--- src/rtl/msk_unmask_packer.sv ---
// Share-recombination packer: XOR-folds d-share masked words into plain words
// and packs N of them into one unmasked block behind a valid/ready handshake.
module msk_unmask_packer #(
    parameter int unsigned D = 2,
    parameter int unsigned W = 32,
    parameter int unsigned N = 4
) (
    input  logic             clk,
    input  logic             rst_n,
    input  logic             flush,
    input  logic [W*D-1:0]   in_sh,
    input  logic             in_valid,
    output logic             in_ready,
    output logic [W*N-1:0]   out_data,
    output logic             out_valid,
    input  logic             out_ready
);

    localparam int unsigned CW = (N > 1) ? $clog2(N) : 1;

    typedef enum logic {
        FILL = 1'b0,
        FULL = 1'b1
    } state_e;

    state_e           state_q, state_d;
    logic [CW-1:0]    cnt_q, cnt_d;
    logic [W*N-1:0]   buf_q, buf_d;
    logic             in_ready_q, in_ready_d;
    logic             out_valid_q, out_valid_d;
    logic [W-1:0]     word_s;

    function automatic logic [W-1:0] recombine(input logic [W*D-1:0] sh);
        logic [W-1:0] w;
        w = '0;
        for (int i = 0; i < int'(W); i++) begin
            for (int j = 0; j < int'(D); j++) begin
                w[i] = w[i] ^ sh[i*D + j];
            end
        end
        return w;
    endfunction

    assign word_s = recombine(in_sh);

    // Next-state logic; flush outranks both handshakes.
    always_comb begin
        state_d = state_q;
        cnt_d   = cnt_q;
        buf_d   = buf_q;
        if (flush) begin
            state_d = FILL;
            cnt_d   = '0;
            buf_d   = '0;
        end else begin
            case (state_q)
                FILL: begin
                    if (in_valid) begin
                        buf_d[cnt_q*W +: W] = word_s;
                        if (cnt_q == CW'(N - 1)) begin
                            state_d = FULL;
                            cnt_d   = '0;
                        end else begin
                            cnt_d = cnt_q + CW'(1);
                        end
                    end else begin
                        cnt_d = cnt_q;
                    end
                end
                FULL: begin
                    if (out_ready) begin
                        state_d = FILL;
                        buf_d   = '0;
                    end else begin
                        state_d = FULL;
                    end
                end
                default: begin
                    state_d = FILL;
                    cnt_d   = '0;
                    buf_d   = '0;
                end
            endcase
        end
        in_ready_d  = (state_d == FILL);
        out_valid_d = (state_d == FULL);
    end

    // State, counter, buffer and handshake output registers.
    always_ff @(posedge clk or negedge rst_n) begin
        if (!rst_n) begin
            state_q     <= FILL;
            cnt_q       <= '0;
            buf_q       <= '0;
            in_ready_q  <= 1'b1;
            out_valid_q <= 1'b0;
        end else begin
            state_q     <= state_d;
            cnt_q       <= cnt_d;
            buf_q       <= buf_d;
            in_ready_q  <= in_ready_d;
            out_valid_q <= out_valid_d;
        end
    end

    // Partial blocks stay internal: the data bus is gated by the registered valid.
    assign in_ready  = in_ready_q;
    assign out_valid = out_valid_q;
    assign out_data  = out_valid_q ? buf_q : '0;

endmodule

--- config.mk ---
export PLATFORM = sky130hd
export DESIGN_NAME = msk_unmask_packer
export DESIGN_NICKNAME = d
export VERILOG_FILES = /design/src/rtl/msk_unmask_packer.sv
export SDC_FILE = /design/constraint.sdc
export NUM_CORES = 1
export LEC_CHECK = 0
export ABC_AREA = 1
export BUFFER_PORTS_ARGS = -buffer_cell sky130_fd_sc_hd__buf_2
export CAP_MARGIN = 30
export CORE_AREA = 2 2 121 123
export CTS_CLUSTER_DIAMETER = 50
export DETAILED_ROUTE_END_ITERATION = 6
export DIE_AREA = 0 0 123 125
export MAX_ROUTING_LAYER = met4
export PLACE_DENSITY = 0.9
export SETUP_SLACK_MARGIN = 0.4
export SLEW_MARGIN = 20
export SYNTH_ARGS = -nofsm -noshare
export SYNTH_HDL_FRONTEND = slang
export SYNTH_SLANG_ARGS = --single-unit
--- constraint.sdc ---
create_clock -name clk -period 3 [get_ports clk]
set_clock_uncertainty 0.2 [all_clocks]
set_input_delay 0.3 -clock clk [delete_from_list [all_inputs] [get_ports clk]]
set_output_delay 0.3 -clock clk [all_outputs]
set_load 0.02 [all_outputs]
==> run_results.csv <==
group,metric,value,unit
drt,dr.pass1.iters,7,
critical_path,critPathLaunchType,"register",
global_routing,antenna_found_initial,0,
status,violations,"DRC",
power_and_ir_drop,p_per_area,495,nW/µm²
global_routing,grt_overflow,0,
clock_tree,tritoncts,"yes",
global_routing,grt_use_met3,4.70,%
drt,wl,20.1,mm
place,gp_congestion,0.891,
clock_tree,tritoncts.num_buffers,17,
drt,via_per_inst,4.82,
critical_path,crit_buf_inv,3,
sta,finalCriticalPeriod,2.41,ns
critical_path,path_class,"reg2out",
clock_tree,cts_sinks,132,
global_routing,grt_pass1_vias,6907,
critical_path,cp_top_family,"buffers and inverters",
clock_tree,clk_latency,0.41,ns
synthesis,ys_types,22,
power_and_ir_drop,p_leak,0.00659,µW
final_layout,drive_above_1_share,19.1,%
critical_path,reg2reg_to,"buf_q[82]",
global_routing,met2_usage,44.6,%
clock_tree,cts_root_buffer,"clkbuf_16",
critical_path,critPathLaunch,"state_q",
final_layout,antenna_cells,0,
critical_path,cp.depth,4,
synthesis,synth.avg_cell_area,6.43,µm²
drt,num_vias,7430,
floorplanning,rows,44,
final_layout,fill_cells,1283,
clock_tree,htree_levels,4,
critical_path,r2r-start,"cnt_q[0]",
global_routing,grt.total_usage,27.4,%
critical_path,cpPeakStageDelay,0.58,ns
clock_tree,postCtsSetupBuffers,0,
drt,drc,1,
final_layout,final_nets,1420,
drt,drt_iter0_drc,754,
global_routing,busiest_layer,"met2",
critical_path,crit_fanout,76,
power_and_ir_drop,peakVddDrop,341,µV
sta,max_freq,415,MHz
place,io_buffers,198,
critical_path,cp-end-kind,"output pin",
sta,period_share,80.3,%
floorplanning,ios,199,
floorplanning,coreArea,14200,µm²
clock_tree,clkTransAtPathRegs,0.06,ns
critical_path,slowest_stage,"dfrtp_4",
floorplanning,die_x,123,µm
global_routing,grt_max_degree,77,
synthesis,synthesis.nets,1236,
drt,post_drt_wl_per_cell,13.0,µm
sta,setup_viol,0,
synthesis,ys_seq_elements,132,
sta,worst_slew_pin_slew,0.774,ns
floorplanning,die_area,15400,µm²
final_layout,area_delta_synth_final,22.5,%
min_path,hold_class,"in2reg",
final_layout,fin_util,64.4,%
floorplanning,start_util,52.6,%
run,maxCapViolCount,0,
sta,hold_violations,0,
synthesis,netlist_instances,1162,
clock_tree,cts_buffer_depth,2,
sta,report.final.slew_viol_count,0,
global_routing,grtUsageMet1,34.4,%
critical_path,cp-endpoint,"out_data[124]",
critical_path,r2r_slack,0.62,ns
floorplanning,dieHeight,125,µm
critical_path,cp.required,2.50,ns
sta,rsz0062_at_grt,"false",
synthesis,synth_area,7470,µm²
synthesis,synth-seq-area-share,44.3,%
min_path,min_path_cells,3,
global_routing,grt_pass1_wl,32.2,mm
critical_path,path_cells,"buf_6 -> nand2_1 -> inv_1 -> buf_2",
sta,relSlewSlack,48.3,%
drt,final_antenna_net_count,0,
place,place_hpwl,14.4,mm
critical_path,rr_worst_depth,9,
sta,setup_tns,0,ns
status,status,"finished with violations",
synthesis,synth_warnings,0,
critical_path,critPathArrivalTime,1.91,ns
## flip-flops by register name, indices dropped and copies added (netlist names)
signal and cells:
in_ready 1, state_q 1, buf_q 128, cnt_q 2
## synth_stat cells
| master | number | share of area, % |
|---|---|---|
| buf_2 | 30 | 2.0 |
| nand2_2 | 2 | 0.17 |
| buf_4 | 6 | 0.60 |
| nand2_4 | 1 | 0.15 |
| o31ai_1 | 1 | 0.10 |
| dfstp_2 | 1 | 0.35 |
| buf_6 | 7 | 1.1 |
| nand2_1 | 613 | 31 |
| nand3_1 | 36 | 2.4 |
| o22ai_1 | 1 | 0.084 |
| nor2_4 | 5 | 0.75 |
| dfrtp_1 | 131 | 44 |
| inv_2 | 1 | 0.050 |
| clkbuf_1 | 8 | 0.40 |
| inv_1 | 203 | 10 |
| nor2_1 | 102 | 5.1 |
| ha_1 | 5 | 0.84 |
| a32oi_1 | 1 | 0.12 |
| clkinv_1 | 1 | 0.050 |
| nand3_2 | 5 | 0.67 |
| o21ai_0 | 1 | 0.067 |
| buf_1 | 1 | 0.050 |
## final cells by class
class,instances,area (µm²),share of cell area [%]
Clock buffer,22,464,5.07
Tap cell,184,230,2.52
Inverter,205,769,8.41
Timing Repair Buffer,217,1160,12.7
Sequential cell,132,3310,36.2
Clock inverter,10,130,1.42
Multi-Input combinational cell,773,3080,33.7
## per-stage QoR
stage	instances	worst slack, ns	hold slack (ns)	power [µW]	instance area (µm²)
floorplan	1162	0.939	-0.196	2240	7470
global placement	1509	0.746	0.156	2440	8530
detailed placement	1509	0.697	0.157	2450	8530
CTS	1543	0.427	0.0282	4530	9140
global route	1543	0.452	0.0484	4690	9150
finish	1543	0.591	0.0444	4530	9150
## cell families (layout without fill, tap and decap cells)
logic type / count (synthesis) / in the layout / synth area share [%]
compound gates: 4 / 4 / 0.369
simple gates: 764 / 764 / 40.1
flops: 132 / 132 / 44.3
fa+ha+maj: 5 / 5 / 0.838
buf+inv: 257 / 454 / 14.4
## routing by layer
metal	wire length, µm	part of all wire [%]	vias up
met3	1290	6.4	45
met2	9670	48	305
met4	541	2.7	0
met5	0	0	-
met1	8600	43	3401
li1	-	-	3679
## power breakdown
group	total, µW	leakage (µW)	internal (µW)	switching [µW]
registers	1880	0.00182	1840	38.2
clock network	2100	0.000290	1340	758
logic	548	0.00447	155	393
total	4530	0.00659	3340	1190
## worst min-delay path, delay by kind of cell
kind / cells / cell delay, ns
compound gates: 1 / 0.08
buf+inv: 1 / 0.11
simple gates: 1 / 0.15
## repair_timing
item                                   4_1_cts  5_1_grt
endpoints found under the hold margin       73        0
setup endpoints to repair                    0       45
gates resized for setup                      0        1
hold buffers                                 2        0
## layout by cell type (no fill, tap or decap), drive strengths merged
| master | instances |
|---|---|
| a32oi | 1 |
| buf | 215 |
| bufinv | 3 |
| clkbuf | 22 |
| clkinv | 6 |
| clkinvlp | 2 |
| dfrtp | 131 |
| dfstp | 1 |
| dlygate4sd3 | 2 |
| ha | 5 |
| inv | 204 |
| nand2 | 616 |
| nand3 | 41 |
| nor2 | 107 |
| o21ai | 1 |
| o22ai | 1 |
| o31ai | 1 |
## how the worst min path moves through the flow
stage,start,end,slack (ns)
floorplan,rst_n,buf_q[0],-0.20
global placement,rst_n,buf_q[20],0.16
detailed placement,rst_n,buf_q[20],0.16
CTS,out_ready,in_ready,0.03
global route,out_ready,in_ready,0.05
finish,out_ready,in_ready,0.04
Power figures use the tool's default switching activity.
